[src/rtl/gcm_aes_dec_verify.sv]
// gcm_aes_dec_verify: GCM receive path with CTR decrypt, digit-serial GHASH and tag verification.
// Define GCM_DEC_TAG_TRUNC_EN to add i_tag_bits and compare a truncated tag.
module gcm_aes_dec_verify #(
    parameter int DIGIT_BITS = 1
) (
    input  logic         clk,
    input  logic         i_rst_n,
    input  logic         i_start,
    input  logic [0:127] i_hash_key,
    input  logic [0:127] i_ek_j0,
    input  logic [0:63]  i_aad_size,
    input  logic [0:63]  i_ct_size,
    input  logic [0:127] i_aad,
    input  logic         i_aad_valid,
    output logic         o_aad_ready,
    input  logic [0:127] i_cipher_text,
    input  logic [0:127] i_keystream,
    input  logic         i_ct_valid,
    output logic         o_ct_ready,
    output logic [0:127] o_plain_text,
    output logic         o_pt_valid,
    input  logic [0:127] i_tag,
    input  logic         i_tag_valid,
    output logic         o_tag_ready,
`ifdef GCM_DEC_TAG_TRUNC_EN
    input  logic [0:7]   i_tag_bits,
`endif
    output logic         o_busy,
    output logic         o_done,
    output logic         o_auth_ok,
    output logic         o_auth_fail
);
    localparam int M = 128 / DIGIT_BITS;
    localparam logic [7:0] M_LAST = 8'(M - 1);
    localparam logic [0:127] R = {8'he1, 120'd0};
    localparam logic [0:127] ONES = '1;

    typedef enum logic [3:0] {IDLE, AAD, MUL_A, CT, MUL_C, LEN, MUL_L, TAG, DONE} state_t;
    state_t state;

    logic [0:127] h, ek0, s, x, z, v, zn, vn;
    logic [0:127] aad_keep, ct_keep, tag_keep;
    logic [0:63]  aad_size, ct_size;
    logic [57:0]  aad_left, ct_left, na_in, nc_in;
    logic [7:0]   cnt;
    logic         mul, tag_legal, tag_match;

    assign na_in = {1'b0, i_aad_size[0:56]} + {57'd0, |i_aad_size[57:63]};
    assign nc_in = {1'b0, i_ct_size[0:56]} + {57'd0, |i_ct_size[57:63]};
    // Only the final block of a stream can be partial; earlier blocks pass whole.
    assign aad_keep = (aad_left == 58'd1 && aad_size[57:63] != 7'd0) ? ~(ONES >> aad_size[57:63]) : ONES;
    assign ct_keep = (ct_left == 58'd1 && ct_size[57:63] != 7'd0) ? ~(ONES >> ct_size[57:63]) : ONES;

`ifdef GCM_DEC_TAG_TRUNC_EN
    logic [0:7] tag_bits;
    assign tag_legal = tag_bits inside {8'd96, 8'd104, 8'd112, 8'd120, 8'd128};
    assign tag_keep = ~(ONES >> tag_bits);
    always_ff @(posedge clk or negedge i_rst_n) begin
        if (!i_rst_n)
            tag_bits <= '0;
        else if (i_start && !o_busy)
            tag_bits <= i_tag_bits;
    end
`else
    assign tag_legal = 1'b1;
    assign tag_keep = ONES;
`endif

    assign tag_match = tag_legal && (((s ^ ek0 ^ i_tag) & tag_keep) == '0);
    assign mul = state inside {MUL_A, MUL_C, MUL_L};
    assign o_busy = !(state inside {IDLE, DONE});
    assign o_aad_ready = state == AAD;
    assign o_ct_ready = state == CT;
    assign o_tag_ready = state == TAG;

    // Reflected GF(2^128) multiply, DIGIT_BITS bits of x per cycle, v walks H*x^i.
    always_comb begin
        zn = z;
        vn = v;
        for (int j = 0; j < DIGIT_BITS; j++) begin
            zn = x[j] ? zn ^ vn : zn;
            vn = vn[127] ? (vn >> 1) ^ R : vn >> 1;
        end
    end

    always_ff @(posedge clk or negedge i_rst_n) begin
        if (!i_rst_n) begin
            state <= IDLE;
            h <= '0;
            ek0 <= '0;
            aad_size <= '0;
            ct_size <= '0;
            aad_left <= '0;
            ct_left <= '0;
            s <= '0;
            x <= '0;
            z <= '0;
            v <= '0;
            cnt <= '0;
            o_plain_text <= '0;
            o_pt_valid <= 1'b0;
            o_done <= 1'b0;
            o_auth_ok <= 1'b0;
            o_auth_fail <= 1'b0;
        end else begin
            o_pt_valid <= 1'b0;
            o_done <= 1'b0;
            if (!mul) begin
                z <= '0;
                v <= h;
                cnt <= '0;
            end
            case (state)
                IDLE, DONE: if (i_start) begin
                    h <= i_hash_key;
                    ek0 <= i_ek_j0;
                    aad_size <= i_aad_size;
                    ct_size <= i_ct_size;
                    aad_left <= na_in;
                    ct_left <= nc_in;
                    s <= '0;
                    o_auth_ok <= 1'b0;
                    o_auth_fail <= 1'b0;
                    state <= (na_in != 58'd0) ? AAD : (nc_in != 58'd0) ? CT : LEN;
                end
                AAD: if (i_aad_valid) begin
                    x <= s ^ (i_aad & aad_keep);
                    aad_left <= aad_left - 58'd1;
                    state <= MUL_A;
                end
                CT: if (i_ct_valid) begin
                    x <= s ^ (i_cipher_text & ct_keep);
                    o_plain_text <= (i_cipher_text ^ i_keystream) & ct_keep;
                    o_pt_valid <= 1'b1;
                    ct_left <= ct_left - 58'd1;
                    state <= MUL_C;
                end
                LEN: begin
                    x <= s ^ {aad_size, ct_size};
                    state <= MUL_L;
                end
                MUL_A, MUL_C, MUL_L: begin
                    z <= zn;
                    v <= vn;
                    x <= x << DIGIT_BITS;
                    cnt <= cnt + 8'd1;
                    if (cnt == M_LAST) begin
                        s <= zn;
                        state <= (state == MUL_L) ? TAG :
                                 (state == MUL_A && aad_left != 58'd0) ? AAD :
                                 (ct_left != 58'd0) ? CT : LEN;
                    end
                end
                TAG: if (i_tag_valid) begin
                    o_done <= 1'b1;
                    o_auth_ok <= tag_match;
                    o_auth_fail <= !tag_match;
                    state <= DONE;
                end
                default: state <= IDLE;
            endcase
        end
    end
endmodule

[config.mk]
export PLATFORM = sky130hd
export DESIGN_NAME = gcm_aes_dec_verify
export DESIGN_NICKNAME = d
export VERILOG_FILES = /design/src/rtl/gcm_aes_dec_verify.sv
export SDC_FILE = /design/constraint.sdc
export NUM_CORES = 2
export LEC_CHECK = 0
export ABC_AREA = 1
export CAP_MARGIN = 20
export CORE_ASPECT_RATIO = 0.7
export CORE_MARGIN = 4
export CORE_UTILIZATION = 35
export DETAILED_ROUTE_END_ITERATION = 8
export DONT_BUFFER_PORTS = 1
export GPL_TIMING_DRIVEN = 0
export SETUP_SLACK_MARGIN = 0.5
export SYNTH_ARGS = -nofsm -noshare
export SYNTH_HDL_FRONTEND = slang
export SYNTH_SLANG_ARGS = --single-unit
[constraint.sdc]
create_clock -name clk -period 2.45 [get_ports clk]
set_input_delay 0.1225 -clock clk [delete_from_list [all_inputs] [get_ports clk]]
set_output_delay 0.1225 -clock clk [all_outputs]
set_load 0.02 [all_outputs]
==> flow_summary.yaml <==
synth:
  yosys_warnings: 0
  async_flop_share: 1.000
  syn_inst: 8950
  yosysSeqAreaShare: 0.4426
  synth_area_per_cell_um2: 7.302
  synth_edf_count: 0
  synth-seq-cells: 1156
  syn_area_um2: 65350
  synth.largest_area_cell: "dfrtp_1"
  synth_flop_cell: "dfrtp_1"
  synth_top_cell_area_share: 0.4426
  syn_nets: 9861
  synth_area_leaders: "dfrtp_1 44%, nand2_1 17%, nand3_1 5.4%"
  synth_cell_types: 59
clock_network:
  cts_tree: "yes"
  clk_pin_slew_worst_paths_ns: 0.06
  cts.root.buffer_cell: "clkbuf_16"
  clock_latency_ns: 0.83
  h-tree-depth: 4
  clkSinkCount: 1156
  clock_path_buffers: 4
  cts_buffers: 140
status:
  status: "finished with violations"
  failed_checks: "hold timing, setup timing"
sta:
  layout_min_cycle_time_ns: 2.795
  fmax_ghz: 0.3578
  hold-worst-slack_ns: -0.2084
  worst_slew_pin_slew_ns: 1.257
  rsz0062_at_grt: "yes"
  layout_setup_ws_ns: -0.3447
  hold_violations: 231
  finalCritPeriodShare: 1.141
  setup_viol: 457
  slew_headroom: 0.1617
  maxSlewViolCount: 0
  skew_ns: 0.06681
layout:
  multiInputGateArea_um2: 36500
  area_delta_synth_final_pct: 42.13
  final_area_um2: 92890
  ff_latch_area_um2: 28970
  fillers: 17820
  nets: 11380
  final_util: 0.5013
  drive_gt1_frac: 0.1386
detailed_routing:
  vias: 73800
  drc_errors: 0
  dr.pass1.iters: 8
  wl_per_cell_um: 32.31
  viasPerCell: 5.628
  ant_nets: 0
  wl_mm: 423.8
  drtIter0Drc: 9832
worst_setup_path:
  critPathMaxStageDelay_ns: 0.96
  crit_type: "reg2reg"
  r2r-end: "o_plain_text[95]$_DFFE_PN0P_"
  ff2ff_path_depth: 9
  r2r_setup_slack_ns: -0.34
  crit_path_end_kind: "flop"
  cp_max_fo: 10
  worstReg2RegStart: "state[2]$_DFFE_PN0P_"
  crit_slowest_cell: "clkbuf_1"
  crit_chain: "nor2_2 > inv_2 > nor2_4 > buf_6 > inv_2 > nor2_4 > clkbuf_1 > nand3b_1 > nand2_1"
  arrival_ns: 3.51
  cp-start-kind: "flop"
  cp_data_required_time_ns: 3.16
floorplanning:
  rows: 132
  io_pins: 1038
  initial_core_util: 0.3527
  die_h_um: 369.5
  coreArea_um2: 185300
  die_w_um: 524.5
  die_area_um2: 193800
hold_path:
  hold_path_class: "in2async"
power_and_ir_drop:
  powerDensity_nw_per_um2: 1267
  ir_drop_mv: 0.7452
  p_leak_uw: 0.04169
placed_design:
  place_congestion: 1.136
  port_buffers: 0
  dp_hpwl_mm: 335.0
  dpl-instance-area_um2: 69060
global_routing:
  grt_max_degree: 233
  grt_pass1_wl_mm: 565.1
  groute.usage.overall: 0.4171
  overflow: 0
  antenna_found_initial: 105
  grt_pass1_vias: 69400
job:
  drv_cap: 0
==> metal layers <==
| layer | up-vias | track usage | share of wire |
|---|---|---|---|
| li1 | 31710 | - | - |
| met1 | 36000 | 0.5611 | 0.41 |
| met2 | 4883 | 0.5831 | 0.40 |
| met3 | 1178 | 0.1621 | 0.13 |
| met4 | 38 | 0.2012 | 0.061 |
| met5 | - | 0 | 0.00092 |
==> metrics by stage <==
step                      setup WS, ns  setup TNS (ns)  hold slack [ns]  cells  total power, uW
after floorplan                 0.4233               0          -0.1731   8950            63370
after global placement          -2.441        -1052.14         -0.06103  11430            83740
after detailed placement        -1.619        -1173.65          -0.1692  11440            85080
after CTS                      -0.3486          -64.78           -1.055  12910           112300
after global routing           -0.3716          -88.95          -0.1797  13080           123000
final                          -0.3447          -48.09          -0.2084  13110           117700
==> Yosys cell counts, types with 3 or more instances <==
library cell  number
nor3_2             3
nand3b_1           4
nand4_1          144
buf_4             16
nand2_1         2917
buf_6              7
nor4_1            53
o31ai_1            6
xnor2_1          321
a22oi_1            3
xor2_1           301
o21bai_1           8
o2111ai_1          3
buf_1             33
nor2_2            39
o21ai_1          222
o221ai_1           3
o211ai_1          67
nand3_1          702
ha_1               9
nor2_1           875
nand3_4            3
nand3_2           15
a31oi_1           15
clkbuf_1         255
nand2_2            8
o21a_1            21
a21oi_1          145
inv_1            752
nor2_4            15
o21ai_2            6
dfrtp_1         1156
nor3_1            59
buf_2            101
inv_2             24
o22ai_1           14
and3_1             3
o21ai_0          591
a21o_1             4
or2_2              4
==> cell usage in the layout, fill, tap and decap left out, types with 32 or more instances in the layout <==
cell type	netlist	routed
dfrtp_1	1156	1124
nor3_1	59	45
nand3_1	702	399
o21ai_4	0	38
clkbuf_1	255	177
nor2_4	15	79
inv_1	752	737
clkbuf_16	0	156
o21ai_0	591	554
nand2_2	8	63
diode_2	0	67
nand3_2	15	120
clkbuf_2	1	63
nor4_1	53	43
nand3_4	3	201
nand4_1	144	144
nor2_2	39	77
buf_6	7	49
xnor2_1	321	312
xor2_1	301	298
a21oi_1	145	127
clkinv_2	0	32
nand2_1	2917	2852
dlygate4sd3_1	0	1146
o21ai_1	222	202
buf_4	16	192
nor2_1	875	773
o211ai_1	67	67
buf_2	101	76
==> timing repair <==
item / 4_1_cts / 5_1_grt
resized for setup: 674 / 704
hold buffers: 1142 / 16
setup endpoints to repair: 1509 / 1780
cloned: 4 / 13
hold endpoints to repair: 1025 / 453
pin swaps: 100 / 206
setup buffers: 80 / 107
==> flip-flops by register name, indices dropped and copies added (netlist names) <==
signal / count
o_done: 1
cnt: 8
aad_left: 58
ek0: 128
o_auth_fail: 1
z: 128
x: 128
s: 128
ct_size: 64
o_pt_valid: 1
o_auth_ok: 1
ct_left: 58
o_plain_text: 128
v: 128
h: 128
state: 4
aad_size: 64
==> worst max-delay path by stage <==
| stage | start | to | slack (ns) | cells after the start |
|---|---|---|---|---|
| final | state[2]$_DFFE_PN0P_ | o_plain_text[95]$_DFFE_PN0P_ | -0.34 | 9 |
| after global routing | ct_left[20]$_DFFE_PN0P_ | x[123]$_DFFE_PN0P_ | -0.37 | 16 |
| after CTS | ct_left[19]$_DFFE_PN0P_ | x[40]$_DFFE_PN0P_ | -0.35 | 14 |
| after detailed placement | ct_size[62]$_DFFE_PN0P_ | x[40]$_DFFE_PN0P_ | -1.62 | 13 |
| after global placement | state[1]$_DFFE_PN0P_ | ct_size[63]$_DFFE_PN0P_ | -2.44 | 8 |
| after floorplan | aad_left[9]$_DFFE_PN0P_ | x[63]$_DFFE_PN0P_ | 0.42 | 13 |
==> where the power goes <==
part           switching, uW  internal (uW)  leakage, uW
Combinational          40500          18500       0.0248
Sequential              9130          27900       0.0146
Clock                   9100          12600      0.00226
Total                  58800          58900       0.0417
==> critical path, delay by kind of cell, from the launching register on <==
kind / cells / cell delay (ns)
buf+inv: 4 / 1.21
simple gates: 5 / 1.04
flops: 1 / 0.45
==> layout make-up <==
cell class | instances | share of cell area
Inverter | 777 | 0.03196
Buffer | 414 | 0.02800
Sequential cell | 1156 | 0.3119
Clock inverter | 61 | 0.007368
Clock buffer | 179 | 0.04168
Multi-Input combinational cell | 6603 | 0.3930
Tap cell | 2479 | 0.03339
Antenna cell | 67 | 0.001805
Timing Repair Buffer | 1378 | 0.1509
==> logic make-up after synthesis <==
kind of cell | Yosys count | synth area share
AND/OR/NAND/NOR | 4853 | 0.3081
buffers and inverters | 1191 | 0.07225
flip-flops | 1156 | 0.4426
AO/OA/AOI/OAI | 1119 | 0.09188
XOR/XNOR | 622 | 0.08336
adder cells (fa/ha/maj) | 9 | 0.001723
(Power assumes the default switching activity.)
